`src/rtl/store_unit_pkg.sv`:
```
// Shared constants for the LEGv8 data-memory store path: size and FSM
// encodings plus the STUR-family opcode to store-size mapping.
package store_unit_pkg;

  localparam int WORD_W    = 64;
  localparam int ADDR_BITS = 64;

  typedef enum logic [1:0] {
    SZ_B = 2'd0,
    SZ_H = 2'd1,
    SZ_W = 2'd2,
    SZ_D = 2'd3
  } size_e;

  typedef enum logic [1:0] {
    ST_IDLE  = 2'd0,
    ST_READ  = 2'd1,
    ST_WRITE = 2'd2,
    ST_DONE  = 2'd3
  } state_e;

  localparam logic [10:0] OP_STUR  = 11'h7C0;
  localparam logic [10:0] OP_STURW = 11'h5C0;
  localparam logic [10:0] OP_STURH = 11'h3C0;
  localparam logic [10:0] OP_STURB = 11'h1C0;

  function automatic size_e opcode_size(input logic [10:0] opcode);
    case (opcode)
      OP_STURB: return SZ_B;
      OP_STURH: return SZ_H;
      OP_STURW: return SZ_W;
      OP_STUR:  return SZ_D;
      default:  return SZ_D;
    endcase
  endfunction

  // Natural alignment: the field must not straddle its own size boundary.
  function automatic logic is_aligned(input size_e size, input logic [2:0] offset);
    case (size)
      SZ_B:    return 1'b1;
      SZ_H:    return offset[0] == 1'b0;
      SZ_W:    return offset[1:0] == 2'b00;
      default: return offset == 3'b000;
    endcase
  endfunction

endpackage

```
`src/rtl/store_merge.sv`:
```
// Combinational little-endian merge of a right-aligned 8/16/32/64-bit field
// into an existing doubleword at a byte offset.
module store_merge
  import store_unit_pkg::*;
#(
  parameter int WORD = WORD_W
) (
  input  logic [WORD-1:0] old_word,
  input  logic [WORD-1:0] new_data,
  input  size_e           size,
  input  logic [2:0]      offset,
  output logic [WORD-1:0] merged
);

  logic [WORD-1:0] field_mask;
  logic [WORD-1:0] lane_mask;
  logic [5:0]      shamt;

  always_comb begin
    case (size)
      SZ_B:    field_mask = WORD'(64'h0000_0000_0000_00FF);
      SZ_H:    field_mask = WORD'(64'h0000_0000_0000_FFFF);
      SZ_W:    field_mask = WORD'(64'h0000_0000_FFFF_FFFF);
      default: field_mask = '1;
    endcase
  end

  assign shamt     = {offset, 3'b000};
  assign lane_mask = field_mask << shamt;
  assign merged    = (old_word & ~lane_mask) | ((new_data & field_mask) << shamt);

endmodule

```
`src/rtl/store_unit.sv`:
```
// Store path for a word-only data memory: doubleword stores write directly,
// narrower stores read-modify-write, misaligned stores are rejected.
module store_unit
  import store_unit_pkg::*;
#(
  parameter int WORD   = WORD_W,
  parameter int ADDR_W = ADDR_BITS
) (
  input  logic              clk,
  input  logic              rst_n,
  input  logic              req_valid,
  output logic              req_ready,
  input  logic [ADDR_W-1:0] req_addr,
  input  logic [WORD-1:0]   req_data,
  input  logic [1:0]        req_size,
  output logic [ADDR_W-1:0] mem_addr,
  output logic              mem_rd,
  output logic              mem_wr,
  output logic [WORD-1:0]   mem_wdata,
  input  logic [WORD-1:0]   mem_rdata,
  input  logic              mem_ack,
  output logic              done,
  output logic              err_misaligned
);

  state_e          state_q, state_d;
  logic [WORD-1:0] data_q;
  size_e           size_q;
  logic [2:0]      off_q;
  logic            err_q;
  logic [WORD-1:0] merged;
  size_e           req_sz;
  logic            req_ok;

  assign req_sz = size_e'(req_size);
  assign req_ok = is_aligned(req_sz, req_addr[2:0]);

  store_merge #(.WORD(WORD)) u_merge (
    .old_word (mem_rdata),
    .new_data (data_q),
    .size     (size_q),
    .offset   (off_q),
    .merged   (merged)
  );

  always_comb begin
    // NOTE: every combinational output gets a default before the case so no
    // path leaves it unassigned and no latch is inferred.
    state_d        = state_q;
    req_ready      = 1'b0;
    mem_rd         = 1'b0;
    mem_wr         = 1'b0;
    done           = 1'b0;
    err_misaligned = 1'b0;
    case (state_q)
      ST_IDLE: begin
        req_ready = 1'b1;
        if (req_valid) begin
          if (!req_ok)            state_d = ST_DONE;
          else if (req_sz == SZ_D) state_d = ST_WRITE;
          else                    state_d = ST_READ;
        end
      end
      ST_READ: begin
        mem_rd = 1'b1;
        if (mem_ack) state_d = ST_WRITE;
      end
      ST_WRITE: begin
        mem_wr = 1'b1;
        if (mem_ack) state_d = ST_DONE;
      end
      default: begin
        done           = 1'b1;
        err_misaligned = err_q;
        state_d        = ST_IDLE;
      end
    endcase
  end

  // The write word is loaded either straight from the request (doubleword)
  // or from the merge result on the read ack, so mem_wdata is stable in WRITE.
  always_ff @(posedge clk or negedge rst_n) begin
    if (!rst_n) begin
      state_q   <= ST_IDLE;
      mem_addr  <= '0;
      mem_wdata <= '0;
      data_q    <= '0;
      size_q    <= SZ_B;
      off_q     <= '0;
      err_q     <= 1'b0;
    end else begin
      // NOTE: sequential state uses non-blocking assignments so every
      // register samples pre-edge values regardless of statement order.
      state_q <= state_d;
      if (state_q == ST_IDLE && req_valid) begin
        mem_addr <= {req_addr[ADDR_W-1:3], 3'b000};
        data_q   <= req_data;
        size_q   <= req_sz;
        off_q    <= req_addr[2:0];
        err_q    <= !req_ok;
        if (req_ok && req_sz == SZ_D) mem_wdata <= req_data;
      end
      if (state_q == ST_READ && mem_ack) mem_wdata <= merged;
    end
  end

endmodule

```
`config.mk`:
```
export PLATFORM = sky130hd
export DESIGN_NAME = store_unit
export DESIGN_NICKNAME = d
export VERILOG_FILES = /design/src/rtl/store_unit_pkg.sv /design/src/rtl/store_merge.sv /design/src/rtl/store_unit.sv
export SDC_FILE = /design/constraint.sdc
export NUM_CORES = 1
export LEC_CHECK = 0
export CAP_MARGIN = 40
export CORE_ASPECT_RATIO = 1.25
export CORE_MARGIN = 2
export CORE_UTILIZATION = 35
export DETAILED_ROUTE_END_ITERATION = 16
export HOLD_SLACK_MARGIN = 0.05
export MAX_ROUTING_LAYER = met4
export PLACE_DENSITY = 0.65
export SLEW_MARGIN = 15
export SYNTH_ARGS = -nofsm -noshare
export SYNTH_HDL_FRONTEND = slang
export SYNTH_HIERARCHICAL = 1
export SYNTH_SLANG_ARGS = --single-unit
```
`constraint.sdc`:
```
create_clock -name clk -period 1.7 [get_ports clk]
set_input_delay 0.17 -clock clk [delete_from_list [all_inputs] [get_ports clk]]
set_output_delay 0.17 -clock clk [all_outputs]
set_load 0.05 [all_outputs]
```
==> impl_results.md <==
- Max Buffers Root-to-Sink: 2
- R2R Path End: mem_wdata[57]
- H-tree Lvls: 4
- Critical Path Sink: mem_wdata[57]
- Pwr/cell area: 2320 mW/mm^2
- I/O Buffers: 327
- Hold Slack: 0.194 ns
- Syn avg cell area: 10.3 sq um
- Total clock sinks: 197
- Arr. time, crit path: 2.32 ns
- Fin. Hold Viols: 0
- Async set-reset flop share out of synthesis: 100%
- DIE WIDTH: 159 um
- Vias in the first global route: 10,808
- Initial Util: 35.4%
- Most frequent cells in the layout: 217 x buf_4, 196 x clkdlybuf4s50_1, 195 x dfrtp_1
- Endpoint type of the worst setup path: register
- Gpl congestion: 0.948
- DRT Pass-1 Iters: 9
- Residual DRC: 0
- Final setup viols: 54
- Placed Cells: 1,839
- Max Slew Vio Count: 0
- Clock-pin slew on the worst setup and hold paths: 0.08 ns
- RSZ-0062 raised after global routing: true
- Syn Std Cell Area: 0.0106 sq mm
- Die area: 0.0316 sq mm
- Crit path launch: off_q[0]
- Critical Path RT: 2.02 ns
- Largest net degree at the start of global routing: 45
- Iteration-0 DRC Markers: 659
- Clk_skew: 0.0154 ns
- Die height: 198 um
- Commonest non-fill, non-tap cell in the layout: buf_4
- Vias per inst: 5.51
- Post-Route Setup TNS: -8.28 ns
- Worst skew pair latency: 0.44 ns
- WL per Instance: 22.5 um
- Synth warn: 6
- Violated checks: setup timing
- GR Overflow Total: 0
- Max Clk Rate: 0.501 GHz
- Ys flop type: dfrtp_1
- Final Critical Period: 2.00 ns
- Flops & latches, synth: 197
- Pre-CTS setup slack: -0.470 ns
- DRT Wirelength: 42.8 mm
- Layout Nets: 1,687
- Inserted Clock Buffers: 17
- Antenna violations before repair: 0
- Post-synthesis cell type count: 56
- Layout fillers: 2,694
- Crit path max fanout: 12
- Layout cells sized above 1: 37.3%
- Max-cap violations: 0
- CTS tree: done
- Crit path launch type: register
- I/O Pins: 331
- Outcome: complete, but fails checks
- # rows: 71
- ANT cells: 0
- EDFF count, synth: 0
- Highest ir drop seen on vdd: 1.10 mV
- Area grow syn2layout: 59.0%
- FF-to-FF setup slack: -0.30 ns
- Post-synthesis sequential area ratio: 46.7%
- Final WS setup: -0.296 ns
- FF-to-FF Start: off_q[0]
- Setup CP Type: reg2reg
- Fin crit share: 117%
- DR vias: 10,462
- CORE AREA: 0.0298 sq mm
- GRT Total Usage: 27.3%
- Hpwl dp: 33.0 mm
- Final instance count without filler cells: 1,898
- Max-Slew Margin vs Limit: 62.9%
- Leakage: 7.20 nW
- Slew @ Worst Pin: 0.559 ns
- Root buffer cell: clkbuf_16
- Final ANT Viol Nets: 0
- Worst hold path class: in2async
- First-pass GRT wire length: 64.0 mm
- Post-Synthesis Cells: 1,027
- Worst Reg-to-Reg Cells: 7
==> worst min path at each step <==
stage,start,endpoint,slack [ns],cells after the start
after floorplan,rst_n,data_q[0],-0.13,0
after global placement,rst_n,mem_wdata[24],0.1,1
after detailed placement,rst_n,mem_wdata[26],0.10,1
after CTS,rst_n,mem_wdata[24],0.19,2
after global routing,rst_n,mem_wdata[24],0.21,2
final,rst_n,mem_wdata[21],0.19,2
==> synthesized netlist by cell type, types with 4 or more instances <==
cell / instances / share of area, %
buf_6: 8 / 0.85
o21ai_0: 80 / 3.8
o22ai_1: 4 / 0.24
a221o_1: 17 / 1.6
and3_1: 6 / 0.36
a211o_1: 4 / 0.33
and2_1: 5 / 0.30
ha_1: 5 / 0.59
nand2_1: 44 / 1.6
nor2b_1: 4 / 0.24
a22o_1: 14 / 1.2
clkbuf_1: 34 / 1.2
a222oi_1: 7 / 0.66
a221oi_1: 8 / 0.66
nor2_1: 90 / 3.2
nor3_1: 15 / 0.71
buf_4: 8 / 0.57
buf_1: 4 / 0.14
nand3_1: 6 / 0.28
and4b_1: 7 / 0.66
a22oi_1: 8 / 0.57
o21ai_1: 40 / 1.9
nand2b_1: 4 / 0.24
dfrtp_1: 197 / 47
buf_2: 39 / 1.8
mux2_2: 147 / 16
o21a_1: 5 / 0.36
a31oi_1: 65 / 3.9
mux2i_1: 25 / 2.4
a21oi_1: 81 / 3.8
==> per-stage QoR <==
stage / util [%] / cell area [sq um] / power, mW
floorplan: - / 10700 / 22.6
global placement: 51.8 / 15500 / 32.6
detailed placement: 51.8 / 15500 / 32.9
CTS: 54.7 / 16300 / 37.6
global route: 56.2 / 16800 / 40.7
finish: 56.2 / 16800 / 38.9
==> metal layers <==
| metal | routed length, um | GRT usage (%) | share of wire (%) |
|---|---|---|---|
| met5 | 0 | - | 0 |
| met4 | 2420 | 14.0 | 5.7 |
| met3 | 2710 | 4.78 | 6.3 |
| met2 | 20900 | 44.5 | 49 |
| met1 | 16800 | 32.6 | 39 |
==> timing repair <==
action                                  in CTS  in global routing
endpoints found under the hold margin      182                  0
resized for setup                          127                 89
setup buffers                               11                 14
pin swaps                                   30                 23
endpoints found under the setup margin     117                 65
cloned                                       0                  3
hold buffers                                 1                  0
==> critical path: stages (launching register included) <==
cell,delay (ns)
dfrtp_2,0.49
buf_12,0.18
buf_4,0.18
mux2_2,0.36
a222oi_1,0.33
o21ai_1,0.16
nor2_1,0.13
a21oi_1,0.05
==> layout make-up <==
cell class	instances	area, sq um	share of cell area, %
Clock buffer	17	425	2.54
Clock inverter	15	186	1.11
Inverter	7	32.5	0.194
Multi-Input combinational cell	731	5570	33.2
Sequential cell	197	4930	29.4
Tap cell	401	502	2.99
Timing Repair Buffer	530	5130	30.6
==> flip-flops by register name, indices dropped and copies added (netlist names) <==
name / cells
size_q: 2
data_q: 64
mem_addr: 61
off_q: 3
err_q: 1
state_q: 2
mem_wdata: 64
==> report_power, final <==
group | internal, mW | leakage (nW) | switching (mW) | total [mW]
registers | 7.11 | 2.28 | 1.89 | 9.00
clock network | 2.13 | 0.289 | 2.12 | 4.24
logic | 10.9 | 4.63 | 14.8 | 25.7
==> cell families (layout without fill, tap and decap cells) <==
| kind of cell | Yosys count | after routing | synth area share, % |
|---|---|---|---|
| DFF | 197 | 197 | 46.7 |
| AOI/OAI and AO/OA | 358 | 358 | 21.0 |
| buffers and inverters | 101 | 569 | 4.92 |
| and+or+nand+nor | 191 | 191 | 8.37 |
| adders and majority gates | 5 | 5 | 0.593 |
| other | 1 | 3 | 0.0355 |
| muxes | 174 | 174 | 18.3 |
Power figures use the tool's default switching activity.
